===== src/rtl/skid_pipe_reg.sv =====
// ---------------------------------------------------------------------------
// skid_pipe_reg
// Two-entry valid/ready pipeline register. Words accepted from the upstream
// producer land in the main register (which drives out_data directly). If the
// consumer stalls while a word is already held, one more word is parked in the
// skid register. in_ready is derived purely from registered state, so there is
// no combinational path from out_ready to in_ready.
//
// Ports:
//   clk        in   1      rising-edge clock
//   rst        in   1      synchronous reset, active-high
//   in_valid   in   1      upstream word valid
//   in_ready   out  1      block can accept a word this cycle
//   in_data    in   WIDTH  upstream word
//   out_valid  out  1      out_data holds a valid word
//   out_ready  in   1      downstream accepts out_data this cycle
//   out_data   out  WIDTH  downstream word (main register)
//   level      out  2      occupancy: 0, 1 or 2 words held
// ---------------------------------------------------------------------------
module skid_pipe_reg #(
   parameter int WIDTH = 26
) (
   input  logic             clk,
   input  logic             rst,
   input  logic             in_valid,
   output logic             in_ready,
   input  logic [WIDTH-1:0] in_data,
   output logic             out_valid,
   input  logic             out_ready,
   output logic [WIDTH-1:0] out_data,
   output logic [1:0]       level
);

   // The state encoding doubles as the occupancy count.
   typedef enum logic [1:0] {
      EMPTY = 2'd0,
      BUSY  = 2'd1,
      FULL  = 2'd2
   } state_t;

   state_t           r_state;
   logic [WIDTH-1:0] r_main;
   logic [WIDTH-1:0] r_skid;

   logic w_inFire;
   logic w_outFire;

   // Handshake flags. in_ready gates in_valid, so an unknown in_valid while
   // FULL cannot reach the state update.
   assign in_ready  = (r_state != FULL);
   assign out_valid = (r_state != EMPTY);
   assign w_inFire  = in_valid & in_ready;
   assign w_outFire = out_valid & out_ready;

   assign out_data = r_main;
   assign level    = r_state;

   // Occupancy state machine and storage. in_data is only ever sampled on an
   // accepted input, and the main register is left untouched when it drains
   // so out_data holds its last word while out_valid is low.
   always_ff @(posedge clk) begin
      if (rst) begin
         r_state <= EMPTY;
         r_main  <= '0;
         r_skid  <= '0;
      end else begin
         unique case (r_state)
            EMPTY: begin
               if (w_inFire) begin
                  r_main  <= in_data;
                  r_state <= BUSY;
               end
            end
            BUSY: begin
               if (w_inFire && w_outFire) begin
                  r_main <= in_data;
               end else if (w_inFire) begin
                  r_skid  <= in_data;
                  r_state <= FULL;
               end else if (w_outFire) begin
                  r_state <= EMPTY;
               end
            end
            FULL: begin
               if (w_outFire) begin
                  r_main  <= r_skid;
                  r_state <= BUSY;
               end
            end
            default: begin
               r_state <= EMPTY;
            end
         endcase
      end
   end

endmodule

===== config.mk =====
export PLATFORM = sky130hd
export DESIGN_NAME = skid_pipe_reg
export DESIGN_NICKNAME = d
export VERILOG_FILES = /design/src/rtl/skid_pipe_reg.sv
export SDC_FILE = /design/constraint.sdc
export NUM_CORES = 1
export LEC_CHECK = 0
export ABC_CLOCK_PERIOD_IN_PS = 1960
export CORE_MARGIN = 2
export CORE_UTILIZATION = 40
export DETAILED_ROUTE_END_ITERATION = 10
export HOLD_SLACK_MARGIN = 0.02
export PLACE_DENSITY = 0.67
export SETUP_SLACK_MARGIN = 0.4
export SLEW_MARGIN = 0
export SYNTH_ARGS = -nofsm -noshare
export SYNTH_HDL_FRONTEND = slang
export SYNTH_SLANG_ARGS = --single-unit

===== constraint.sdc =====
create_clock -name clk -period 1.96 [get_ports clk]
set_clock_uncertainty 0.2 [all_clocks]
set_input_delay 0.392 -clock clk [delete_from_list [all_inputs] [get_ports clk]]
set_output_delay 0.392 -clock clk [all_outputs]
set_load 0.1 [all_outputs]

# Word-level counts from Yosys, hierarchy flattened
# Cells that the tools add are included.
# Widths: inputs -> output; s select.
[word_totals]
reg_bits = 54
input_bits = 30
out_inout_bits = 30
[op_classes]
n_eq_ne = 8
n_mux = 10
bitwise = 3
reduce_logical = 7
[ops]
columns = ["cell", "count"]
rows = [
  ["$mux 26", 3],
  ["$pmux 26 s3", 1],
  ["$mux 2", 5],
  ["$ne 2x2->1 const B", 5],
  ["$reduce_and 4->1", 2],
  ["$pmux 2 s3", 1],
  ["$ne 3x3->1 const B", 1],
  ["$reduce_and 3->1", 1],
  ["$reduce_bool 3->1", 1],
  ["$and 1x1->1", 2],
  ["$eq 2x1->1 const B", 1],
  ["$eq 2x2->1 const B", 1],
  ["$logic_not 2->1", 1],
  ["$reduce_bool 2->1", 1],
  ["$logic_and 1x1->1", 1],
  ["$not 1->1", 1],
]

# Depth between registers and ports, before layout
# Gate-level depths: netlist of run 1.
[logic_depth]
word_depth = 6
mapped_depth = 6
depth_no_buf = 3

# Worst setup path after synthesis of run 1
# Ideal clock, no wire load.
[synth_path]
path_kind = "flip-flop to flip-flop"
start = "register r_state[0] (netlist: level[0])"
end = "register r_main[15] (netlist: out_data[15])"
setup_time_ns = 0.146
arrival_time_ns = 2.097
setup_slack_ns = -0.483
stages_incl_launch_ff = 6
path_buffers = 2
cell_sequence = "dfxtp_1 or2b_1 buf_4 buf_4 mux2i_1 a211oi_2"
[synth_via]
elab_chain_cells = 5
word_cells_on_any_way = 14
[synth_rtl]
columns = ["item", "line_no", "source"]
rows = [
  ["start, declared", "41", "state_t r_state;"],
  ["start signal, assigned", "63", "r_state <= EMPTY;"],
  ["start signal, assigned", "71", "r_state <= BUSY;"],
  ["start signal, assigned", "79", "r_state <= FULL;"],
  ["$ne 2x2->1 *", "50", "assign in_ready = (r_state != FULL);"],
  ["net in_ready", "26", "output logic in_ready,"],
  ["$and 1x1->1 *", "52", "assign w_inFire = in_valid & in_ready;"],
  ["$logic_and 1x1->1", "75", "if (w_inFire && w_outFire) begin"],
  ["$ne 2x2->1 (no line)", "-", ""],
  ["$reduce_and 4->1 (no line) *", "-", ""],
  ["end signal, assigned", "70", "r_main <= in_data;"],
  ["end signal, assigned", "76", "r_main <= in_data;"],
  ["end signal, assigned", "86", "r_main <= r_skid;"],
  ["end, declared", "42", "logic [WIDTH-1:0] r_main;"],
]
# The timed path passes the listed nets; every way through them passes the cells marked *.
# A chain may end at the register's enable or synchronous reset.

# Worst setup path after layout of run 1
[layout_path]
start = "register r_state[1] (netlist: level[1])"
end = "register r_main[24] (netlist: out_data[24])"
[layout_via]
elab_chain_cells = 5
word_cells_on_any_way = 14
[layout_rtl]
columns = ["item", "line_no"]
rows = [
  ["$ne 2x2->1 / $reduce_bool 2->1 (equally long branches)", "50, 51"],
  ["$and 1x1->1, on equally long branches", "52, 53"],
  ["$logic_and 1x1->1", "75"],
  ["$ne 2x2->1 (no line)", "-"],
  ["$reduce_and 4->1 (no line)", "-"],
]
# Parallel ways exist; a longest one is shown, timed or not.

==> run metrics, run 1 <==
Max Cap Viol 0; R2R Path End out_data[24]; worst hold endpoint r_skid[9]; CP top delay family compound AO/OA/AOI/OAI gates; Avg WL per Cell 15.4 um; post-synthesis net count 280; Cell variety after synth 22; critical path's slowest cell dfxtp_4; largest net degree at the start of global routing 55; via count 2038; initial antenna violation count 0; Critical Path, Cell by Cell buf_4, mux2_4, buf_12, a211oi_1, a211oi_2; # rows 28; DRT antenna net count 0; synthesized area 0.00243 mm2; initial core utilization 41.3%; Post-Syn Instances 250; post-synthesis sequential area ratio 44.5%; Die Footprint 0.00671 mm2; Peak supply drop 0.000373 V; Post-Place Worst Slack -92.8 ps; Num CTS Buffers 5; Area after DPL 0.00356 mm2; R2R Path Start level[1]; Root Buffer clkbuf_8; crit-path max FO 12; GRT overflow 0; GRT Total Usage 19.4%; status complete, no violations; Worst path max stage delay 360 ps; Routed WL 5980 um; required time worst endpoint 1950 ps; clk_lat worst skew 310 ps; RSZ-0062 raised after global routing yes; Pwr Density 798 mW/mm2; cells on worst reg2reg path 5; core box area 0.00589 mm2; Mapped Avg Cell Area 9.72 um2; I/O Buffers 59; Fin Hold WS 258 ps; Cells on Worst Hold Path 2; Slew Limit Fails 0; achievable frequency 0.578 GHz; Max Root-Sink Buffers 2; Slew headroom 78.0%; Placer Congestion 0.712; CP Capture Type flip-flop; # IOs 60; Post-layout nets 343; Synth async-reset ratio 0%; WS Path Type reg -> reg; EDFF count, synth 0; post-route design area 0.00373 mm2; final hold violation count 0; Static Leak 1.49 nW; CP bufs+invs 2; vias in the first global route 1971; fraction of layout instances using a drive strength above 1 37.9%; startpoint class of the critical path flip-flop; Final Cycle Share 88.2%; Inserted Diodes 0; fin util 63.4%; critical hold path startpoint r_skid[9]; final setup fails 0; Initial DRC Count 119; Hold Path Class reg -> reg; predominant post-synthesis flop cell dfxtp_1; fin crit period 1730 ps; H-tree depth 2; # DRC 0; die width 81.9 um; min setup slack post-route 231 ps; CTS tree yes; First-pass DRT Iterations 4; Fill cells 487; YS warnings 0; first-pass GRT wire length 9870 um; Worst Tran Pin Value 327 ps; FF+latch count, synth 54; hpwl dp 4020 um; die height 81.9 um; clock transition at the registers of the reported paths 90 ps; Worst Path Arrival 1720 ps; CTS Sinks 54; reg2reg setup slack 230 ps; Layout area overhead 53.5%; Via-to-Cell Ratio 5.24
==> registers in the layout, summed over array words and instances, names as in the netlist <==
register	flops
level	2
r_skid	26
out_data	26
==> synthesized netlist by cell type, drive strengths merged (2+ instances only) <==
master  instances  area (um2)
a21o            2        15.0
a21oi          27         135
dfxtp          54        1080
buf            11         104
a211oi         53         498
nand2          54         203
clkbuf         14        52.6
mux2i          26         260
==> cells in the final DEF (no fill, tap or decap), drive strengths merged, types with 2 or more instances in the layout <==
| master | instances |
|---|---|
| clkinv | 2 |
| mux2i | 26 |
| nand2 | 54 |
| clkdlybuf4s50 | 26 |
| dlygate4sd2 | 2 |
| dfxtp | 54 |
| a211oi | 53 |
| a21oi | 27 |
| clkbuf | 5 |
| buf | 53 |
| a21o | 2 |
==> area by class of cell <==
class                   instances  area, um2  area share (%)
clock inverters                 3       21.3           0.570
flip-flops and latches         54       1100            29.4
inverters                       1       3.75           0.101
multi-input cells             170       1310            35.1
well taps                      75       93.8            2.52
clock buffers                   5       68.8            1.85
repair buffers                 81       1130            30.4
==> stage by stage <==
stage | power, mW | instances | TNS (ps)
after floorplan | 1.95 | 250 | 0
after global placement | 2.35 | 376 | -454
after detailed placement | 2.36 | 376 | -1560
after CTS | 2.99 | 388 | 0
after global routing | 3.09 | 389 | 0
final | 2.97 | 389 | 0
==> cells by family after synthesis <==
group	count (synthesis)	share of synthesized area, %
AOI/OAI and AO/OA	82	26.7
buffers and inverters	26	6.59
DFF	54	44.5
muxes	27	11.3
and+or+nand+nor	61	10.9
==> how the worst max path moves through the flow <==
stage	slack, ps	cells after the start	end	startpoint
after CTS	220	2	in_ready	level[1]
after floorplan	170	5	out_data[10]	level[1]
final	230	5	out_data[24]	level[1]
after detailed placement	-90	5	level[0]	in_valid
after global routing	200	5	out_data[24]	level[1]
after global placement	-50	5	level[0]	in_valid
==> routing by layer <==
metal	vias up	routed length [um]	share of wire [%]	track usage, %
met5	-	0	0	0
met4	0	63	1.1	5.00
met3	8	260	4.4	3.96
met2	48	2980	50	32.0
met1	956	2680	45	25.8
li1	1026	-	-	-
==> where the power goes <==
part	total [mW]	internal, mW	leakage (nW)	switching, mW
sequential	1.25	1.17	0.446	0.0811
combinational	1.10	0.435	1.00	0.662
clock	0.627	0.252	0.0441	0.375
total	2.97	1.86	1.49	1.12
==> timing repair <==
| action | 4_1_cts | 5_1_grt |
|---|---|---|
| pin swaps | 1 | 2 |
| hold buffers | 0 | 0 |
| resized for setup | 6 | 11 |
| setup endpoints to repair | 55 | 44 |
| setup buffers | 4 | 1 |
==> worst min-delay path: stages (launching register included) <==
cell     delay (ps)
dfxtp_1         320
nand2_1          50
a21oi_1          50
(Power assumes the default switching activity.)
==> run 2, diff against run 1 <==
ABC_AREA = 0   (was unset)
ABC_CLOCK_PERIOD_IN_PS = unset   (was 1960)
==> results of run 2 <==
Final layout, timing and power as in run 1 (identical DEF).
==> run 3, diff against run 2 <==
SLEW_MARGIN = 10   (was 0)
==> results of run 3 <==
Final layout, timing and power as in run 1 (identical DEF).
